<file path="config.mk">
export PLATFORM = sky130hd
export DESIGN_NAME = stage_two
export DESIGN_NICKNAME = d
export VERILOG_FILES = /design/src/rtl/types_pkg.sv /design/src/rtl/muldiv_iter.sv /design/src/rtl/stage_two.sv
export SDC_FILE = /design/constraint.sdc
export NUM_CORES = 1
export LEC_CHECK = 0
export CORE_MARGIN = 5
export CORE_UTILIZATION = 30
export CTS_CLUSTER_DIAMETER = 60
export DETAILED_ROUTE_END_ITERATION = 10
export PLACE_DENSITY = 0.6
export SLEW_MARGIN = 20
export SYNTH_ARGS = -nofsm -noshare
export SYNTH_HDL_FRONTEND = slang
export SYNTH_HIERARCHICAL = 1
export SYNTH_SLANG_ARGS = --single-unit
</file>
<file path="constraint.sdc">
create_clock -name clk -period 7.65 [get_ports clk]
set_clock_uncertainty 0.2 [all_clocks]
set_input_delay 1.53 -clock clk [delete_from_list [all_inputs] [get_ports clk]]
set_output_delay 1.53 -clock clk [all_outputs]
set_load 0.005 [all_outputs]
</file>
<file path="src/rtl/types_pkg.sv">
// types_pkg: shared encodings and constants for the execute stage
package types_pkg;
  typedef enum logic [3:0] {
    CTL_ADD = 4'd0, CTL_SUB = 4'd1, CTL_AND = 4'd2, CTL_OR  = 4'd3, CTL_MUL = 4'd4,
    CTL_DIV = 4'd5, CTL_SLL = 4'd6, CTL_SRL = 4'd7, CTL_ROL = 4'd8, CTL_ROR = 4'd9
  } control_e;
  typedef enum logic [1:0] {IDLE, RUN, DONE, WAIT} md_state_e;
  typedef struct packed {
    logic [1:0]  memc;
    logic        reg_wr;
    logic        r0_en;
    logic [15:0] r1_data;
    logic [7:0]  instr;
    logic [31:0] alu;
    logic        ovf;
    logic        div0;
  } ex_reg_t;
  localparam ex_reg_t BUBBLE = '0;
endpackage

</file>
<file path="src/rtl/muldiv_iter.sv">
// muldiv_iter: iterative signed 16x16 multiply and restoring divide, one step per cycle.
// Works on magnitudes; signs are reapplied combinationally when the result is read.
module muldiv_iter
  import types_pkg::*;
#(
  parameter int MD_CYCLES = 16
) (
  input  logic        clk,
  input  logic        rst,
  input  logic        halt,
  input  logic        up_hold,
  input  logic        start,
  input  logic        op,
  input  logic [15:0] a,
  input  logic [15:0] b,
  output logic        busy,
  output logic        done,
  output logic [31:0] result
);
  localparam int CW = $clog2(MD_CYCLES);
  md_state_e state_q, state_d;
  logic [CW-1:0] cnt_q, cnt_d;
  logic [31:0] p_q, p_d;
  logic [15:0] m_q, m_d;
  logic op_q, op_d, neg_q, neg_d, an_q, an_d;
  logic [16:0] mul_hi, div_x;
  logic [15:0] div_r;
  logic div_ge;
  always_comb begin
    mul_hi = {1'b0, p_q[31:16]} + (p_q[0] ? {1'b0, m_q} : 17'd0);
    div_x = p_q[31:15];
    div_ge = div_x >= {1'b0, m_q};
    div_r = div_ge ? 16'(div_x - {1'b0, m_q}) : div_x[15:0];
    state_d = state_q;
    cnt_d = cnt_q;
    p_d = p_q;
    m_d = m_q;
    op_d = op_q;
    neg_d = neg_q;
    an_d = an_q;
    if (state_q == IDLE && start) begin
      state_d = RUN;
      cnt_d = '0;
      p_d = {16'd0, a[15] ? -a : a};
      m_d = b[15] ? -b : b;
      op_d = op;
      neg_d = a[15] ^ b[15];
      an_d = a[15];
    end else if (state_q == RUN) begin
      p_d = op_q ? {div_r, p_q[14:0], div_ge} : {mul_hi, p_q[15:1]};
      cnt_d = cnt_q + 1'b1;
      state_d = cnt_q == CW'(MD_CYCLES - 1) ? DONE : RUN;
    end else if (state_q == DONE) begin
      state_d = up_hold ? WAIT : IDLE;
    end else if (state_q == WAIT && !up_hold) begin
      state_d = IDLE;
    end
  end
  assign busy = (state_q == IDLE && start) || state_q == RUN;
  assign done = state_q == DONE;
  // Remainder takes the dividend's sign, quotient the XOR of both signs.
  assign result = op_q ? {an_q ? -p_q[31:16] : p_q[31:16], neg_q ? -p_q[15:0] : p_q[15:0]}
                       : (neg_q ? -p_q : p_q);
  always_ff @(posedge clk or posedge rst) begin
    if (rst) begin
      state_q <= IDLE;
      cnt_q <= '0;
      p_q <= '0;
      m_q <= '0;
      op_q <= 1'b0;
      neg_q <= 1'b0;
      an_q <= 1'b0;
    end else if (!halt) begin
      state_q <= state_d;
      cnt_q <= cnt_d;
      p_q <= p_d;
      m_q <= m_d;
      op_q <= op_d;
      neg_q <= neg_d;
      an_q <= an_d;
    end
  end
endmodule

</file>
<file path="src/rtl/stage_two.sv">
// stage_two: execute stage; single-cycle ALU plus optional iterative MUL/DIV.
// The iterative unit is built only when STAGE_TWO_MULDIV_EN is defined.
module stage_two
  import types_pkg::*;
#(
  parameter int MD_CYCLES = 16
) (
  input  logic        clk,
  input  logic        rst,
  input  logic        halt_sys,
  input  logic        up_hold,
  input  logic [1:0]  in_memc,
  input  logic        in_reg_wr,
  input  logic [15:0] in_alu_a,
  input  logic [15:0] in_alu_b,
  input  logic [15:0] in_r1_data,
  input  logic        in_R0_en,
  input  logic [3:0]  in_alu_ctrl,
  input  logic [7:0]  in_instr,
  output logic [31:0] aluout,
  output logic        busy,
  output logic [1:0]  out_memc,
  output logic        out_reg_wr,
  output logic        out_R0_en,
  output logic [15:0] out_r1_data,
  output logic [7:0]  out_instr,
  output logic [31:0] out_alu,
  output logic        out_ovf,
  output logic        out_div0
);
  ex_reg_t out_q, out_d;
  logic [15:0] sum, dif, lo;
  logic [31:0] rol_w, ror_w, md_alu;
  logic ovf, is_md, md_div0, md_bubble;
`ifdef STAGE_TWO_MULDIV_EN
  logic is_div, b_zero, md_op, md_done;
  logic [31:0] md_result;
  assign is_div = in_alu_ctrl == CTL_DIV;
  assign b_zero = in_alu_b == 16'd0;
  assign md_div0 = is_div && b_zero;
  assign md_op = in_alu_ctrl == CTL_MUL || (is_div && !b_zero);
  // A held iterative op that is not in DONE is either running or parked in WAIT.
  assign md_bubble = md_op && !md_done;
  assign md_alu = md_div0 ? {in_alu_a, 16'hFFFF} : md_done ? md_result : 32'd0;
  muldiv_iter #(.MD_CYCLES(MD_CYCLES)) u_md (
    .clk(clk), .rst(rst), .halt(halt_sys), .up_hold(up_hold),
    .start(md_op && !halt_sys), .op(is_div), .a(in_alu_a), .b(in_alu_b),
    .busy(busy), .done(md_done), .result(md_result)
  );
`else
  logic unused_hold;
  assign unused_hold = up_hold & (MD_CYCLES == 16);
  assign md_div0 = 1'b0;
  assign md_bubble = 1'b0;
  assign md_alu = 32'd0;
  assign busy = 1'b0;
`endif
  always_comb begin
    sum = in_alu_a + in_alu_b;
    dif = in_alu_a - in_alu_b;
    rol_w = {in_alu_a, in_alu_a} << in_alu_b[3:0];
    ror_w = {in_alu_a, in_alu_a} >> in_alu_b[3:0];
    lo = in_alu_ctrl == CTL_ADD ? sum :
         in_alu_ctrl == CTL_SUB ? dif :
         in_alu_ctrl == CTL_AND ? in_alu_a & in_alu_b :
         in_alu_ctrl == CTL_OR  ? in_alu_a | in_alu_b :
         in_alu_ctrl == CTL_SLL ? in_alu_a << in_alu_b[3:0] :
         in_alu_ctrl == CTL_SRL ? in_alu_a >> in_alu_b[3:0] :
         in_alu_ctrl == CTL_ROL ? rol_w[31:16] :
         in_alu_ctrl == CTL_ROR ? ror_w[15:0] : 16'd0;
    ovf = in_alu_ctrl == CTL_ADD ? (in_alu_a[15] == in_alu_b[15] && sum[15] != in_alu_a[15]) :
          in_alu_ctrl == CTL_SUB ? (in_alu_a[15] != in_alu_b[15] && dif[15] != in_alu_a[15]) : 1'b0;
    is_md = in_alu_ctrl == CTL_MUL || in_alu_ctrl == CTL_DIV;
    aluout = is_md ? md_alu : {16'd0, lo};
    out_d = md_bubble ? BUBBLE
                      : {in_memc, in_reg_wr, in_R0_en, in_r1_data, in_instr, aluout, ovf, md_div0};
  end
  always_ff @(posedge clk or posedge rst) begin
    if (rst) out_q <= BUBBLE;
    else if (!halt_sys) out_q <= out_d;
  end
  assign out_memc = out_q.memc;
  assign out_reg_wr = out_q.reg_wr;
  assign out_R0_en = out_q.r0_en;
  assign out_r1_data = out_q.r1_data;
  assign out_instr = out_q.instr;
  assign out_alu = out_q.alu;
  assign out_ovf = out_q.ovf;
  assign out_div0 = out_q.div0;
endmodule
</file>
==> results of run 1 <==
[metal layers]
layer	up-vias	share of wire, %	track usage [%]
li1	3035	-	-
met4	0	4.0	6.68
met1	3125	41	26.3
met3	55	7.9	3.01
met2	298	47	31.6
met5	-	0	0
[final cells by class]
class,count,area share [%]
inverters,52,2.40
repair buffers,157,18.2
multi-input cells,633,59.2
clock buffers,6,1.70
clock inverters,2,0.459
flip-flops and latches,45,13.8
well taps,280,4.28
[worst max-delay path, cell delays in order]
cell             delay, ps
clkdlybuf4s50_1        700
buf_4                  240
mux4_2                 520
o2bb2ai_1              180
mux2_2                 310
a21oi_1                140
o21ai_1                 80
a222oi_1               660
o22ai_1                330
clkdlybuf4s50_1        530
[placed cells by master (no fill, tap or decap), types with 6 or more instances in the layout]
cell type | netlist | layout
a211oi_1 | 12 | 12
a21o_1 | 6 | 6
a21oi_1 | 45 | 45
a22oi_1 | 11 | 11
a31oi_1 | 9 | 9
buf_4 | 37 | 29
clkdlybuf4s50_1 | 0 | 123
conb_1 | 1 | 34
dfrtp_1 | 45 | 45
ha_1 | 48 | 48
inv_1 | 49 | 48
mux2_2 | 61 | 61
mux2i_1 | 33 | 33
mux4_2 | 23 | 23
nand2_1 | 65 | 65
nand2b_1 | 8 | 8
nand3_1 | 8 | 8
nor2_1 | 58 | 58
nor2b_1 | 8 | 8
nor3_1 | 10 | 10
nor4_1 | 7 | 7
o211ai_1 | 16 | 16
o21ai_0 | 53 | 53
o22ai_1 | 12 | 12
o31ai_1 | 6 | 6
or3_1 | 6 | 6
xnor2_1 | 12 | 12
[flip-flops by register name, summed over array words and instances, names as in the netlist]
register	count
out_r1_data	16
out_ovf	1
out_alu	16
out_instr	8
out_reg_wr	1
out_memc	2
out_R0_en	1
[power by group]
group | switching (mW) | leakage, nW | internal (mW)
Clock | 0.0907 | 0.0831 | 0.163
Combinational | 0.272 | 2.80 | 0.246
Sequential | 0.0129 | 0.547 | 0.266
Total | 0.375 | 3.43 | 0.674
[final timing paths]
path | cells past startpoint | slack, ps | start | end
min reg2reg | 2 | 290 | out_alu[6] | out_alu[6]
min | 2 | 290 | out_alu[6] | out_alu[6]
min in group asynchronous | 2 | 1500 | rst | out_instr[1]
max | 10 | 680 | in_alu_b[0] | aluout[2]
max in group asynchronous | 2 | 5290 | rst | out_instr[2]
max reg2reg | 1 | 6620 | out_ovf | out_ovf
[kinds of logic after synthesis]
kind of cell | after synthesis | synth area share, %
xor+xnor | 16 | 2.14
other cells | 1 | 0.0573
compound gates | 228 | 23.4
flops | 45 | 17.2
buf+inv | 144 | 10.7
fa+ha+maj | 50 | 9.78
mux | 118 | 23.7
simple gates | 187 | 13.1
==> metrics.md, run 1 <==
| Metric | Value |
|---|---|
| Final worst slack | 681 ps |
| Initial Util | 30.2% |
| Post-synth top area share | 17.2% |
| 1st-iter DRT viols | 504 |
| Worst endpoint data arrival time | 5240 ps |
| Drc violations | 0 |
| Vias post-DR | 6513 |
| Post-synthesis register bit count | 45 |
| Fmax | 0.144 GHz |
| Worst Path Required | 5920 ps |
| CP endpoint kind | primary output |
| RSZ-0062 raised after global routing | false |
| Post-synth EDFFs | 0 |
| Port Buffers | 127 |
| Initial antenna violation count | 0 |
| Reg area | 1130 um^2 |
| Finished Cell Area | 8180 um^2 |
| Layout cells sized above 1 | 15.4% |
| Vias/cell | 5.54 |
| Total Power | 1.05 mW |
| Post-synth top flop | dfrtp_1 |
| Fin. max-slew vios | 0 |
| Final Hold Viols | 0 |
| First-pass GRT wire length | 37700 um |
| Post-route ant nets | 0 |
| IR drop worst, VDD | 0.0900 mV |
| Largest net degree at the start of global routing | 55 |
| Clock slew at reported path FFs | 60 ps |
| Post-synthesis sequential area ratio | 17.2% |
| Synth top cells by count | nand2_1 (65), mux2_2 (61), nor2_1 (58) |
| Final HPWL DP | 19900 um |
| Sum Neg Setup Slack | 0 ps |
| Post-CTS Hold Fix Bufs | 0 |
| CTS Buf Count | 5 |
| Die area | 24900 um^2 |
| Syn Area/Cell | 8.30 um^2 |
| CTS tree | yes |
| Worst slew pin tran | 804 ps |
| H-tree lvl count | 2 |
| GRT Total Usage | 19.4% |
| Layout area overhead | 25.0% |
| Die Y-Extent | 158 um |
| Dpl ws | 763 ps |
| Core area | 21700 um^2 |
| Dpl cells | 1167 |
| Insertion delay to the later sink of the worst-skew pair | 280 ps |
| Max-cap violation count | 0 |
| WL/cell | 21.3 um |
| Layout Nets | 1012 |
| # clock sinks | 45 |
| Status | complete, no violations |
| Synth Cell Area | 6550 um^2 |
| Fin Hold WS | 294 ps |
| Post-CTS setup buffers | 0 |
| Gr ovfl total | 0 |
| Crit Path Max Fanout | 8 |
| Placer Congestion | 1.09 |
| # rows | 54 |
| Boundary Pins | 163 |
| Mapped Cells | 789 |
| Yosys cell types | 73 |
| Vias in the first global route | 6261 |
| Worst Setup Start Kind | input pin |
| Ys async rst share | 100% |
| Slew headroom | 46.3% |
| Finished Core Util | 37.7% |
| Fin crit share | 91.1% |
| CTS-repair resized insts | 0 |
| Area of the multi-input gates | 4850 um^2 |
| Initial DRT Pass Iterations | 7 |
| Main area contributors after synthesis | dfrtp_1 (17%), mux2_2 (10%), ha_1 (9.2%) |
| Post-layout min period | 6970 ps |
| Width of the die | 158 um |
| Static Leak | 3.43 nW |
| Root Driver | clkbuf_16 |
| Ant. Diodes | 0 |
| Placed Area | 8010 um^2 |
| Post-Layout Cell Count | 1175 |
| Post-synth top area cell | dfrtp_1 |
| CP Class | in -> out |
| Most common cell in the netlist | nand2_1 |
| P per Cell Area | 128 nW/um^2 |
| # setup viols final | 0 |
| Max Buffers Root-to-Sink | 2 |
| DRT Wirelength | 25000 um |
| Ys Warns | 6 |
| Fillers | 2234 |
| Hold/Removal Path Class | reg -> reg |
Note: power is estimated with default switching activity, not from simulation.
==> run 2: changes to the inputs <==
ABC_AREA = 1   (was not set)
ABC_CLOCK_PERIOD_IN_PS = 7650   (was not set)
==> metrics.md, run 2 <==
| Metric | Value |
|---|---|
| Boundary Pins | 163 |
| Ys async rst share | 100% |
| Post-synthesis xor/xnor area fraction | 1.59% |
| Simple logic cell fraction of the synthesized area | 47.6% |
| Mapped Cells | 1144 |
| Crit Path Max Fanout | 24 |
| Post-CTS Hold Fix Bufs | 0 |
| Syn Area/Cell | 5.79 um^2 |
| Fin crit share | 89.0% |
| Vias post-DR | 7605 |
| Post-CTS setup buffers | 0 |
| CTS tree | yes |
| Post-synth top flop | dfrtp_1 |
| Layout area overhead | 21.6% |
| Max-cap violation count | 0 |
| Slew headroom | 45.6% |
| Max Buffers Root-to-Sink | 2 |
| Clock slew at reported path FFs | 60 ps |
| Gr ovfl total | 0 |
| Post-route ant nets | 0 |
| Finished Cell Area | 8060 um^2 |
| Fin Hold WS | 276 ps |
| Post-synthesis register bit count | 45 |
| Fin. max-slew vios | 0 |
| Die area | 25200 um^2 |
| RSZ-0062 raised after global routing | false |
| IR drop worst, VDD | 0.0875 mV |
| Sum Neg Setup Slack | 0 ps |
| Final HPWL DP | 19300 um |
| Most common cell in the netlist | nand2_1 |
| CTS Buf Count | 5 |
| Post-synthesis sequential area ratio | 17.0% |
| Reg-to-reg slack, setup | 6820 ps |
| # clock sinks | 45 |
| Initial Util | 30.5% |
| Synth top cells by count | nand2_1 (422), nand3_1 (192), inv_1 (104) |
| Worst endpoint data arrival time | 5080 ps |
| H-tree lvl count | 2 |
| Adder-cell share of the synthesized area | 9.67% |
| Status | complete, no violations |
| Insertion delay to the later sink of the worst-skew pair | 290 ps |
| # rows | 54 |
| Root Driver | clkbuf_16 |
| Yosys cell types | 47 |
| Static Leak | 4.13 nW |
| First-pass GRT wire length | 37500 um |
| Initial antenna violation count | 0 |
| Vias/cell | 5.03 |
| Final worst slack | 844 ps |
| Largest net degree at the start of global routing | 47 |
| Ys Warns | 6 |
| CTS-repair resized insts | 0 |
| WL/cell | 16.1 um |
| Port Buffers | 127 |
| Core area | 21800 um^2 |
| Post-synth top area share | 23.9% |
| 1st-iter DRT viols | 824 |
| Layout Nets | 1348 |
| DRT Wirelength | 24300 um |
| Post-synth top area cell | nand2_1 |
| Placed Area | 7910 um^2 |
| Fmax | 0.147 GHz |
| P per Cell Area | 118 nW/um^2 |
| Placer Congestion | 0.928 |
| CP endpoint kind | primary output |
| Hold/Removal Path Class | reg -> reg |
| Vias in the first global route | 6822 |
| Worst Path Required | 5920 ps |
| # setup viols final | 0 |
| Drc violations | 0 |
| Synth Area in Compound Gates | 9.86% |
| Worst slew pin tran | 815 ps |
| Main area contributors after synthesis | nand2_1 (24%), dfrtp_1 (17%), nand3_1 (15%) |
| Most frequent cells in the layout | nand2_1 (422), nand3_1 (192), clkdlybuf4s50_1 (127) |
| Width of the die | 159 um |
| Multiplexer share of the synthesized area | 0% |
| Largest family of logic cells by synthesized area | simple AND/OR/NAND/NOR gates |
| Post-layout min period | 6810 ps |
| Dpl ws | 914 ps |
| Layout cells sized above 1 | 4.31% |
| GRT Total Usage | 18.6% |
| Worst Setup Start Kind | input pin |
| Initial DRT Pass Iterations | 5 |
| Ant. Diodes | 0 |
| CP Class | in -> out |
| Final Hold Viols | 0 |
| Post-synth EDFFs | 0 |
| Synth Cell Area | 6630 um^2 |
| Commonest non-fill, non-tap cell in the layout | nand2_1 |
| Die Y-Extent | 159 um |
-- run 2: cell types whose count changed after synthesis, sizes merged, moves of 11 or more --
cell	previous run	this run
nand2	65	431
o22ai	12	0
a211oi	12	1
a22oi	11	0
buf	52	71
nand3	8	194
xnor2	12	1
clkbuf	40	20
mux2i	33	0
mux4	23	0
inv	50	109
mux2	62	0
-- run 2: path summary, 6_finish.rpt --
path	startpoint	endpoint	depth (start not counted)
min	out_alu[10]	out_alu[10]	2
min in group asynchronous	rst	out_r1_data[12]	2
max reg2reg	out_instr[3]	out_instr[3]	2
max in group asynchronous	rst	out_alu[13]	2
max	in_alu_b[0]	aluout[12]	13
min reg2reg	out_alu[10]	out_alu[10]	2
-- run 2: area by class of cell --
class	instances	area, um^2
clock inverter	1	7.51
multi-input combinational	932	4680
tap	280	350
clock buffer	7	133
fill	2410	13700
sequential	45	1130
inverter	109	413
timing repair buffer	137	1350
-- run 2: worst max-delay path: stages --
cell	delay (ps)
clkdlybuf4s50_1	920
inv_2	480
nand2_1	320
nand3_1	130
nand3_1	110
nand2_1	90
nand2_1	70
nand2_1	60
nor3_1	380
nand4_1	240
nand2_1	140
a21boi_0	90
clkdlybuf4s50_1	500
-- run 2: power breakdown --
part / total, mW / switching [mW] / internal [mW]
Clock: 0.213 / 0.0911 / 0.121
Combinational: 0.462 / 0.274 / 0.189
Sequential: 0.275 / 0.0123 / 0.263
-- run 2: through the flow --
| stage | total power [mW] | util [%] | std cells |
|---|---|---|---|
| after floorplan | 0.552 | - | 1177 |
| after global placement | 0.736 | 36.4 | 1503 |
| after detailed placement | 0.739 | 36.4 | 1503 |
| after CTS | 0.954 | 37.0 | 1511 |
| after global routing | 1.02 | 37.0 | 1511 |
| final | 0.950 | 37.0 | 1511 |
-- run 2: cell families (layout without fill, tap and decap cells) --
logic type | after synthesis | after routing
AOI/OAI and AO/OA | 113 | 113
adders and majority gates | 50 | 50
buffers and inverters | 200 | 254
other | 1 | 34
xor gates and xnor gates | 12 | 12
DFF | 45 | 45
and+or+nand+nor | 723 | 723
-- run 2: layer usage --
metal	part of all wire [%]	global-route usage [%]
met4	2.1	3.86
met1	45	26.8
met5	0	0
met2	46	30.2
met3	6.2	1.85
